$ cat src/rtl/seq_match_counter_pkg.sv
// Shared constants and elaboration helpers for the serial pattern detector.
package seq_match_pkg;

  localparam bit MODE_MOORE = 1'b0;
  localparam bit MODE_MEALY = 1'b1;

  // Width able to hold the values 0..pat_w inclusive.
  function automatic int fill_width(input int pat_w);
    return $clog2(pat_w + 1);
  endfunction

endpackage

$ cat src/rtl/seq_match_counter_match_counter.sv
// Match event counter with selectable wrap or saturate behaviour and a count-only clear.
module match_counter import seq_match_pkg::*; #(
  parameter int CNT_W    = 8,
  parameter bit SATURATE = 1'b0
) (
  input  logic             clk,
  input  logic             rst_n,
  input  logic             clr,
  input  logic             inc,
  output logic [CNT_W-1:0] cnt
);

  localparam logic [CNT_W-1:0] CNT_ZERO = {CNT_W{1'b0}};
  localparam logic [CNT_W-1:0] CNT_MAX  = {CNT_W{1'b1}};
  localparam logic [CNT_W-1:0] CNT_ONE  = CNT_W'(1'b1);

  logic [CNT_W-1:0] cnt_r;
  logic [CNT_W-1:0] cnt_nxt_s;

  // Next count: clear beats a simultaneous increment, so that event is dropped.
  always_comb begin
    cnt_nxt_s = cnt_r;
    if (clr) begin
      cnt_nxt_s = CNT_ZERO;
    end else if (inc) begin
      if (SATURATE && (cnt_r == CNT_MAX)) begin
        cnt_nxt_s = cnt_r;
      end else begin
        cnt_nxt_s = cnt_r + CNT_ONE;
      end
    end else begin
      cnt_nxt_s = cnt_r;
    end
  end

  // Count register with synchronous active-low reset.
  always_ff @(posedge clk) begin
    if (!rst_n) begin
      cnt_r <= CNT_ZERO;
    end else begin
      cnt_r <= cnt_nxt_s;
    end
  end

  assign cnt = cnt_r;

endmodule

$ cat src/rtl/seq_match_counter.sv
// Serial pattern detector: shifts one bit per enable strobe, flags PATTERN completion
// (registered or combinational) and counts matches.
module seq_match_counter import seq_match_pkg::*; #(
  parameter int               PAT_W    = 4,
  parameter logic [PAT_W-1:0] PATTERN  = 4'b1011,
  parameter bit               MEALY    = MODE_MOORE,
  parameter bit               OVERLAP  = 1'b1,
  parameter int               CNT_W    = 8,
  parameter bit               SATURATE = 1'b0
) (
  input  logic             clk,
  input  logic             rst_n,
  input  logic             en,
  input  logic             in,
  input  logic             clr,
  output logic             match,
  output logic [CNT_W-1:0] count,
  output logic [PAT_W-1:0] hist
);

  localparam int               FILL_W    = fill_width(PAT_W);
  localparam logic [FILL_W-1:0] FILL_ZERO = {FILL_W{1'b0}};
  localparam logic [FILL_W-1:0] FILL_ONE  = FILL_W'(1'b1);
  localparam logic [FILL_W-1:0] FILL_FULL = FILL_W'(PAT_W);
  localparam logic [FILL_W-1:0] FILL_ARM  = FILL_W'(PAT_W - 1);

  logic [PAT_W-1:0]  hist_r;
  logic [PAT_W-1:0]  hist_nxt_s;
  logic [PAT_W-1:0]  nxt_s;
  logic [FILL_W-1:0] fill_r;
  logic [FILL_W-1:0] fill_nxt_s;
  logic              match_r;
  logic              match_nxt_s;
  logic              in_s;
  logic              hit_s;

  // Candidate window and completion detect; the data bit is masked while idle
  // so an undriven input cannot leak into the compare.
  always_comb begin
    if (en) begin
      in_s = in;
    end else begin
      in_s = 1'b0;
    end
    nxt_s = {hist_r[PAT_W-2:0], in_s};
    hit_s = en & (nxt_s == PATTERN) & (fill_r >= FILL_ARM);
  end

  // Next-state for history, fill level and registered match; all hold while idle.
  always_comb begin
    hist_nxt_s  = hist_r;
    fill_nxt_s  = fill_r;
    match_nxt_s = match_r;
    if (en) begin
      hist_nxt_s  = nxt_s;
      match_nxt_s = hit_s;
      // Without overlap a match consumes its bits, so the window must refill.
      if (hit_s && !OVERLAP) begin
        fill_nxt_s = FILL_ZERO;
      end else if (fill_r == FILL_FULL) begin
        fill_nxt_s = fill_r;
      end else begin
        fill_nxt_s = fill_r + FILL_ONE;
      end
    end else begin
      hist_nxt_s  = hist_r;
      fill_nxt_s  = fill_r;
      match_nxt_s = match_r;
    end
  end

  // State registers with synchronous active-low reset.
  always_ff @(posedge clk) begin
    if (!rst_n) begin
      hist_r  <= {PAT_W{1'b0}};
      fill_r  <= FILL_ZERO;
      match_r <= 1'b0;
    end else begin
      hist_r  <= hist_nxt_s;
      fill_r  <= fill_nxt_s;
      match_r <= match_nxt_s;
    end
  end

  match_counter #(
    .CNT_W    (CNT_W),
    .SATURATE (SATURATE)
  ) u_match_counter (
    .clk   (clk),
    .rst_n (rst_n),
    .clr   (clr),
    .inc   (hit_s),
    .cnt   (count)
  );

  assign match = (MEALY == MODE_MEALY) ? hit_s : match_r;
  assign hist  = hist_r;

endmodule

$ cat config.mk
export PLATFORM = sky130hd
export DESIGN_NAME = seq_match_counter
export DESIGN_NICKNAME = d
export VERILOG_FILES = /design/src/rtl/seq_match_counter_pkg.sv /design/src/rtl/seq_match_counter_match_counter.sv /design/src/rtl/seq_match_counter.sv
export SDC_FILE = /design/constraint.sdc
export NUM_CORES = 1
export LEC_CHECK = 0
export ABC_AREA = 1
export BUFFER_PORTS_ARGS = -buffer_cell sky130_fd_sc_hd__buf_2
export CAP_MARGIN = 10
export CORE_MARGIN = 1.5
export CORE_UTILIZATION = 45
export CTS_BUF_LIST = sky130_fd_sc_hd__clkbuf_8 sky130_fd_sc_hd__clkbuf_16
export DETAILED_ROUTE_END_ITERATION = 10
export HOLD_SLACK_MARGIN = 0.05
export PLACE_DENSITY = 0.69
export SLEW_MARGIN = 30
export SYNTH_ARGS = -nofsm -noshare
export SYNTH_HDL_FRONTEND = slang
export SYNTH_HIERARCHICAL = 1
export SYNTH_SLANG_ARGS = --single-unit
export TNS_END_PERCENT = 50
$ cat constraint.sdc
create_clock -name clk -period 1.7 [get_ports clk]
set_input_delay 0.17 -clock clk [delete_from_list [all_inputs] [get_ports clk]]
set_output_delay 0.17 -clock clk [all_outputs]
set_load 0.005 [all_outputs]
==> results of run 1 <==
## cell usage in the layout (no fill, tap or decap)
cell type / instances
a211oi_1: 1
a21oi_1: 11
a21oi_4: 1
buf_2: 17
clkbuf_8: 3
dfxtp_1: 16
ha_1: 4
inv_1: 14
inv_2: 2
nand2_1: 23
nand2_2: 1
nand3_1: 3
nand3_2: 1
nand4_1: 1
nor2_1: 15
nor2_2: 1
nor2_4: 1
o21ai_0: 6
## through the flow
stage | worst slack [ns] | util | hold slack [ns]
2_1_floorplan | 0.296 | - | 0.269
3_3_place_gp | 0.169 | 0.551 | 0.414
3_5_place_dp | 0.130 | 0.551 | 0.430
4_1_cts | 0.117 | 0.578 | 0.184
5_1_grt | -0.0116 | 0.580 | 0.197
6_report | 0.196 | 0.580 | 0.176
## layout make-up
| type | count | area share |
|---|---|---|
| well taps | 16 | 0.0227 |
| inverters | 16 | 0.0680 |
| multi-input cells | 69 | 0.404 |
| flip-flops and latches | 16 | 0.363 |
| repair buffers | 17 | 0.0963 |
| clock buffers | 3 | 0.0467 |
## how the worst max path moves through the flow
stage                      startpoint                                   to  slack (ns)  cells after the start
2_1_floorplan  fill_r[0]$_SDFFE_PN0P_  u_match_counter/cnt[6]$_SDFFE_PP0P_        0.30                     11
6_report       fill_r[0]$_SDFFE_PN0P_  u_match_counter/cnt[7]$_SDFFE_PP0P_        0.20                     12
3_5_place_dp   fill_r[0]$_SDFFE_PN0P_  u_match_counter/cnt[6]$_SDFFE_PP0P_        0.13                     11
5_1_grt        fill_r[0]$_SDFFE_PN0P_  u_match_counter/cnt[6]$_SDFFE_PP0P_       -0.01                     11
4_1_cts        fill_r[0]$_SDFFE_PN0P_  u_match_counter/cnt[6]$_SDFFE_PP0P_        0.12                     11
3_3_place_gp   fill_r[1]$_SDFFE_PN0P_  u_match_counter/cnt[6]$_SDFFE_PP0P_        0.17                     11
## logic make-up after synthesis
group / Yosys count / synth area share
compound gates: 19 / 0.148
fa+ha+maj: 4 / 0.0681
buf+inv: 16 / 0.0818
flops: 16 / 0.436
simple gates: 46 / 0.266
## sequential cells by signal, summed over array words and instances, names as in the netlist
register,count
fill_r,3
hist,4
match,1
u_match_counter/cnt,8
## layer usage
layer,global-route usage,up-vias,wire length [um]
met3,0.0375,2,72
met2,0.212,17,554
li1,-,361,-
met4,0.0545,0,9
met1,0.241,281,683
met5,0,-,0
## power by group
group	internal (mW)	switching, mW
combinational	0.0288	0.0404
clock	0.156	0.116
sequential	0.388	0.0123
total	0.573	0.169
## critical path: stages (launching register included)
cell and delay [ns]:
dfxtp_1 0.40, ha_1 0.18, ha_1 0.13, nor2_1 0.04
nand2_1 0.06, nand2_1 0.07, inv_2 0.11, nand2_2 0.07
nor2_4 0.14, nand3_2 0.08, nand2_1 0.06, inv_1 0.03
nor2_1 0.08
==> results_dict.tcl, run 1 <==
set metrics [dict create \
    worstPathRequired_ns 1.88 \
    clock.fmax_ghz 0.665 \
    finalInstanceArea_um2 883 \
    synth_area_um2 734 \
    numCtsBuffers 3 \
    slew_headroom 0.683 \
    holdPathStages 3 \
    synth-edff-count 0 \
    yosys-top-cells-area "dfxtp_1 (44%), nand2_1 (12%), nor2_1 (8.2%), inv_1 (7.7%), a21oi_1 (7.5%)" \
    synth-seq-cells 16 \
    area_growth_pct 20.3 \
    drc 0 \
    hp-class "in -> reg" \
    multi_input_area_um2 357 \
    setup_tns_ns 0 \
    grt_overflow 0 \
    antenna_cells 0 \
    post_drt_wl_per_cell_um 9.63 \
    yosysMostFrequentCell "nand2_1" \
    portBuffers 17 \
    ios 18 \
    cp.arrival_ns 1.69 \
    post_synth.cell_area_avg_um2 7.27 \
    cap_violations 0 \
    power_uw 742 \
    status "finished clean" \
    ys.flop_type "dfxtp_1" \
    floorplan.rows 14 \
    cts_root_buffer "clkbuf_8" \
    whs_endpoint "hist[0]$_SDFFE_PN0P_" \
    reg2reg_to "u_match_counter/cnt[7]$_SDFFE_PP0P_" \
    ys_warn_count 6 \
    ant_nets 0 \
    clock_latency_ns 0.24 \
    worstHoldStart "in" \
    power_density_nw_per_um2 840 \
    reg2regPathDepth 12 \
    fin_cells 137 \
    skew_ns 0.00273 \
    finalCritPeriodShare 0.885 \
    routabilityCongestion 0.802 \
    cp-start-kind "register" \
    cts.path.max_buffers 2 \
    via_per_inst 4.82 \
    yosysTopAreaCellShare 0.436 \
    cellLeakagePower_nw 0.431 \
    slew_viol_final 0 \
    htreeDepth 1 \
    clock_sinks 16 \
    start_util 0.482 \
    die_x_um 43.4 \
    post_cts_resized 0 \
    setup_viol 0 \
    syn_nets 110 \
    r2r_setup_slack_ns 0.20 \
    vias 661 \
    place_hpwl_mm 1.03 \
    end_kind "register" \
    die_area_um2 1880 \
    dp_cells 134 \
    min_period_ns 1.50 \
    reg2reg_from "fill_r[0]$_SDFFE_PN0P_" \
    core_um2 1520 \
    cts_setup_buffers 0 \
    antenna_found_initial 0 \
    seq_area_um2 320 \
    yosysUniqueCellTypes 15 \
    routed_wirelength_mm 1.32 \
    die_h_um 43.4 \
    criticalPathCategory "reg -> reg" \
    grt_start_max_net_pins 9 \
    post_dp_cell_area_um2 840 \
    cts_tree "yes" \
    grt_usage 0.157 \
    tightest_slew_ns 0.474 \
    drive_gt1_frac 0.223 \
    yosysTopAreaCell "dfxtp_1" \
    grt_pass1_vias 515 \
    synth_cells 101 \
    clk_pin_slew_ns 0.06 \
    crit_fanout 7 \
    drtPass1Iterations 4 \
    synthTopCellsByCount "nand2_1 (23), dfxtp_1 (16), nor2_1 (16)" \
    hold_viol_final 0 \
    async_flop_share 0 \
    grt_pass1_wl_mm 2.25 \
    fin_nets 132 \
    final.fill_count 158 \
    seq_area_frac_synth 0.436 \
    cts_hold_buf 0 \
    vdd_drop_max_mv 0.498 \
    dr.first_iter.drc_count 14 \
]
Note: power is estimated with default switching activity, not from simulation.
==> inputs of run 2 (changes only) <==
--- a/config.mk
+++ b/config.mk
@@ -8,12 +8,14 @@
 export ABC_AREA = 1
 export BUFFER_PORTS_ARGS = -buffer_cell sky130_fd_sc_hd__buf_2
 export CAP_MARGIN = 10
+export CELL_PAD_IN_SITES_DETAIL_PLACEMENT = 0
+export CELL_PAD_IN_SITES_GLOBAL_PLACEMENT = 2
 export CORE_MARGIN = 1.5
-export CORE_UTILIZATION = 45
+export CORE_UTILIZATION = 27
 export CTS_BUF_LIST = sky130_fd_sc_hd__clkbuf_8 sky130_fd_sc_hd__clkbuf_16
 export DETAILED_ROUTE_END_ITERATION = 10
 export HOLD_SLACK_MARGIN = 0.05
-export PLACE_DENSITY = 0.69
+export PLACE_DENSITY_LB_ADDON = 0.1
 export SLEW_MARGIN = 30
 export SYNTH_ARGS = -nofsm -noshare
 export SYNTH_HDL_FRONTEND = slang
==> run 2 against run 1 <==
Effect of this change:
- global-route usage decreased by 4.1 points
- critical path depth unchanged
- cell count increased by 10%
- register-to-register slack about the same
- first-iteration DRC count decreased by 64%
- worst hold slack got worse by 0.010 ns
- non-clock buffer count unchanged
- utilization decreased by 22 points
- clock-buffer cell count unchanged
- maximum frequency decreased by 0.57%
- via count decreased by 0.76%
- clock power increased by 3%
- critical path type unchanged
- critical endpoint unchanged
- largest cell class unchanged
==> results_dict.tcl, run 2 (synthesis gave the netlist of run 1 again) <==
set metrics [dict create \
    hold_viol_final 0 \
    layout_common_cells "nand2_1 (23), buf_2 (17), dfxtp_1 (16)" \
    power_density_nw_per_um2 833 \
    r2r_setup_slack_ns 0.19 \
    finalCritPeriodShare 0.890 \
    drc 0 \
    clkPwrFrac 0.375 \
    setup_tns_ns 0 \
    post_drt_wl_per_cell_um 9.91 \
    cellLeakagePower_nw 0.431 \
    vdd_drop_max_mv 0.393 \
    tightest_slew_ns 0.523 \
    drive_gt1_frac 0.223 \
    cts_tree "yes" \
    slew_headroom 0.650 \
    criticalPathCategory "reg -> reg" \
    rsz0062_at_grt "false" \
    largest_reg_flops 8 \
    grt_start_max_net_pins 9 \
    numCtsBuffers 3 \
    htreeDepth 1 \
    area_growth_pct 22.7 \
    cp.arrival_ns 1.70 \
    clock.fmax_ghz 0.661 \
    holdPathStages 3 \
    via_per_inst 4.34 \
    final.fill_count 285 \
    die_x_um 55.2 \
    min_period_ns 1.51 \
    reg2regPathDepth 12 \
    skew_ns 0.00482 \
    ant_nets 0 \
    slew_viol_final 0 \
    setup_viol 0 \
    antenna_found_initial 0 \
    internal_power_uw 574 \
    floorplan.rows 18 \
    clock_sinks 16 \
    hold_slack_ns 0.166 \
    fin_nets 132 \
    vias 656 \
    p_switching_uw 176 \
    cp-start-kind "register" \
    dr.first_iter.drc_count 5 \
    core_um2 2520 \
    worstPathRequired_ns 1.89 \
    clock_latency_ns 0.25 \
    cts.path.max_buffers 2 \
    clk_pin_slew_ns 0.06 \
    place_hpwl_mm 1.13 \
    grt_usage 0.115 \
    routed_wirelength_mm 1.50 \
    routabilityCongestion 0.727 \
    end_kind "register" \
    pwr-share-comb 0.092 \
    p_sw_frac 0.235 \
    grt_overflow 0 \
    die_area_um2 3040 \
    p_seq_frac 0.533 \
    cts_root_buffer "clkbuf_8" \
    hp-class "in -> reg" \
    crit_fanout 7 \
    grt_pass1_vias 563 \
    status "finished clean" \
    grt_pass1_wl_mm 2.43 \
    drtPass1Iterations 4 \
    ios 18 \
    cap_violations 0 \
    final_common_cell "nand2_1" \
    portBuffers 17 \
    antenna_cells 0 \
    die_h_um 55.2 \
    start_util 0.291 \
]
==> run 2: path summary, 6_finish.rpt <==
check / end / startpoint
setup / recovery: u_match_counter/cnt[7]$_SDFFE_PP0P_ / fill_r[0]$_SDFFE_PN0P_
hold / removal: hist[0]$_SDFFE_PN0P_ / in
setup reg to reg: u_match_counter/cnt[7]$_SDFFE_PP0P_ / fill_r[0]$_SDFFE_PN0P_
hold reg to reg: hist[3]$_SDFFE_PN0P_ / hist[3]$_SDFFE_PN0P_
==> run 2: power groups by stage <==
stage               Combinational [mW]  Sequential [mW]  Clock, mW
global placement                0.0716            0.408          0
CTS                             0.0709            0.400      0.296
global route                    0.0830            0.402      0.311
detailed placement              0.0701            0.408          0
floorplan                       0.0475            0.407          0
finish                          0.0693            0.400      0.281
==> run 2: final cells by class <==
cell class,instances,area (um2),area share
repair buffers,17,85.1,0.0944
well taps,30,37.5,0.0417
flip-flops and latches,16,320,0.356
clock buffers,3,41.3,0.0458
inverters,16,60.1,0.0667
multi-input cells,69,357,0.396
==> run 2: critical path, cell delays in order, from the launching register on <==
cell and delay (ns):
dfxtp_1 0.39, ha_1 0.17, ha_1 0.14, nor2_1 0.04
nand2_1 0.06, nand2_1 0.08, inv_2 0.11, nand2_2 0.07
nor2_4 0.15, nand3_2 0.08, nand2_1 0.06, inv_1 0.03
nor2_1 0.08
==> run 2: timing repair <==
action	4_1_cts	5_1_grt
hold buffers	0	0
setup endpoints to repair	0	4
buffers inserted	0	0
resized for setup	0	2
hold endpoints to repair	0	0
==> run 2: stage by stage <==
step           cell area (um2)  utilization  power, mW  setup slack (ns)  cells
2_1_floorplan              734            -      0.454             0.296    101
3_3_place_gp               857        0.340      0.480            0.0912    148
3_5_place_dp               857        0.340      0.478            0.0821    148
4_1_cts                    898        0.356      0.767            0.0754    151
5_1_grt                    901        0.357      0.796            0.0252    151
6_report                   901        0.357      0.750             0.187    151
==> run 2: layer usage <==
metal / GRT usage / routed length (um)
met5: 0 / 0
met4: 0.0366 / 10
met3: 0.0484 / 83
met2: 0.167 / 588
met1: 0.154 / 815
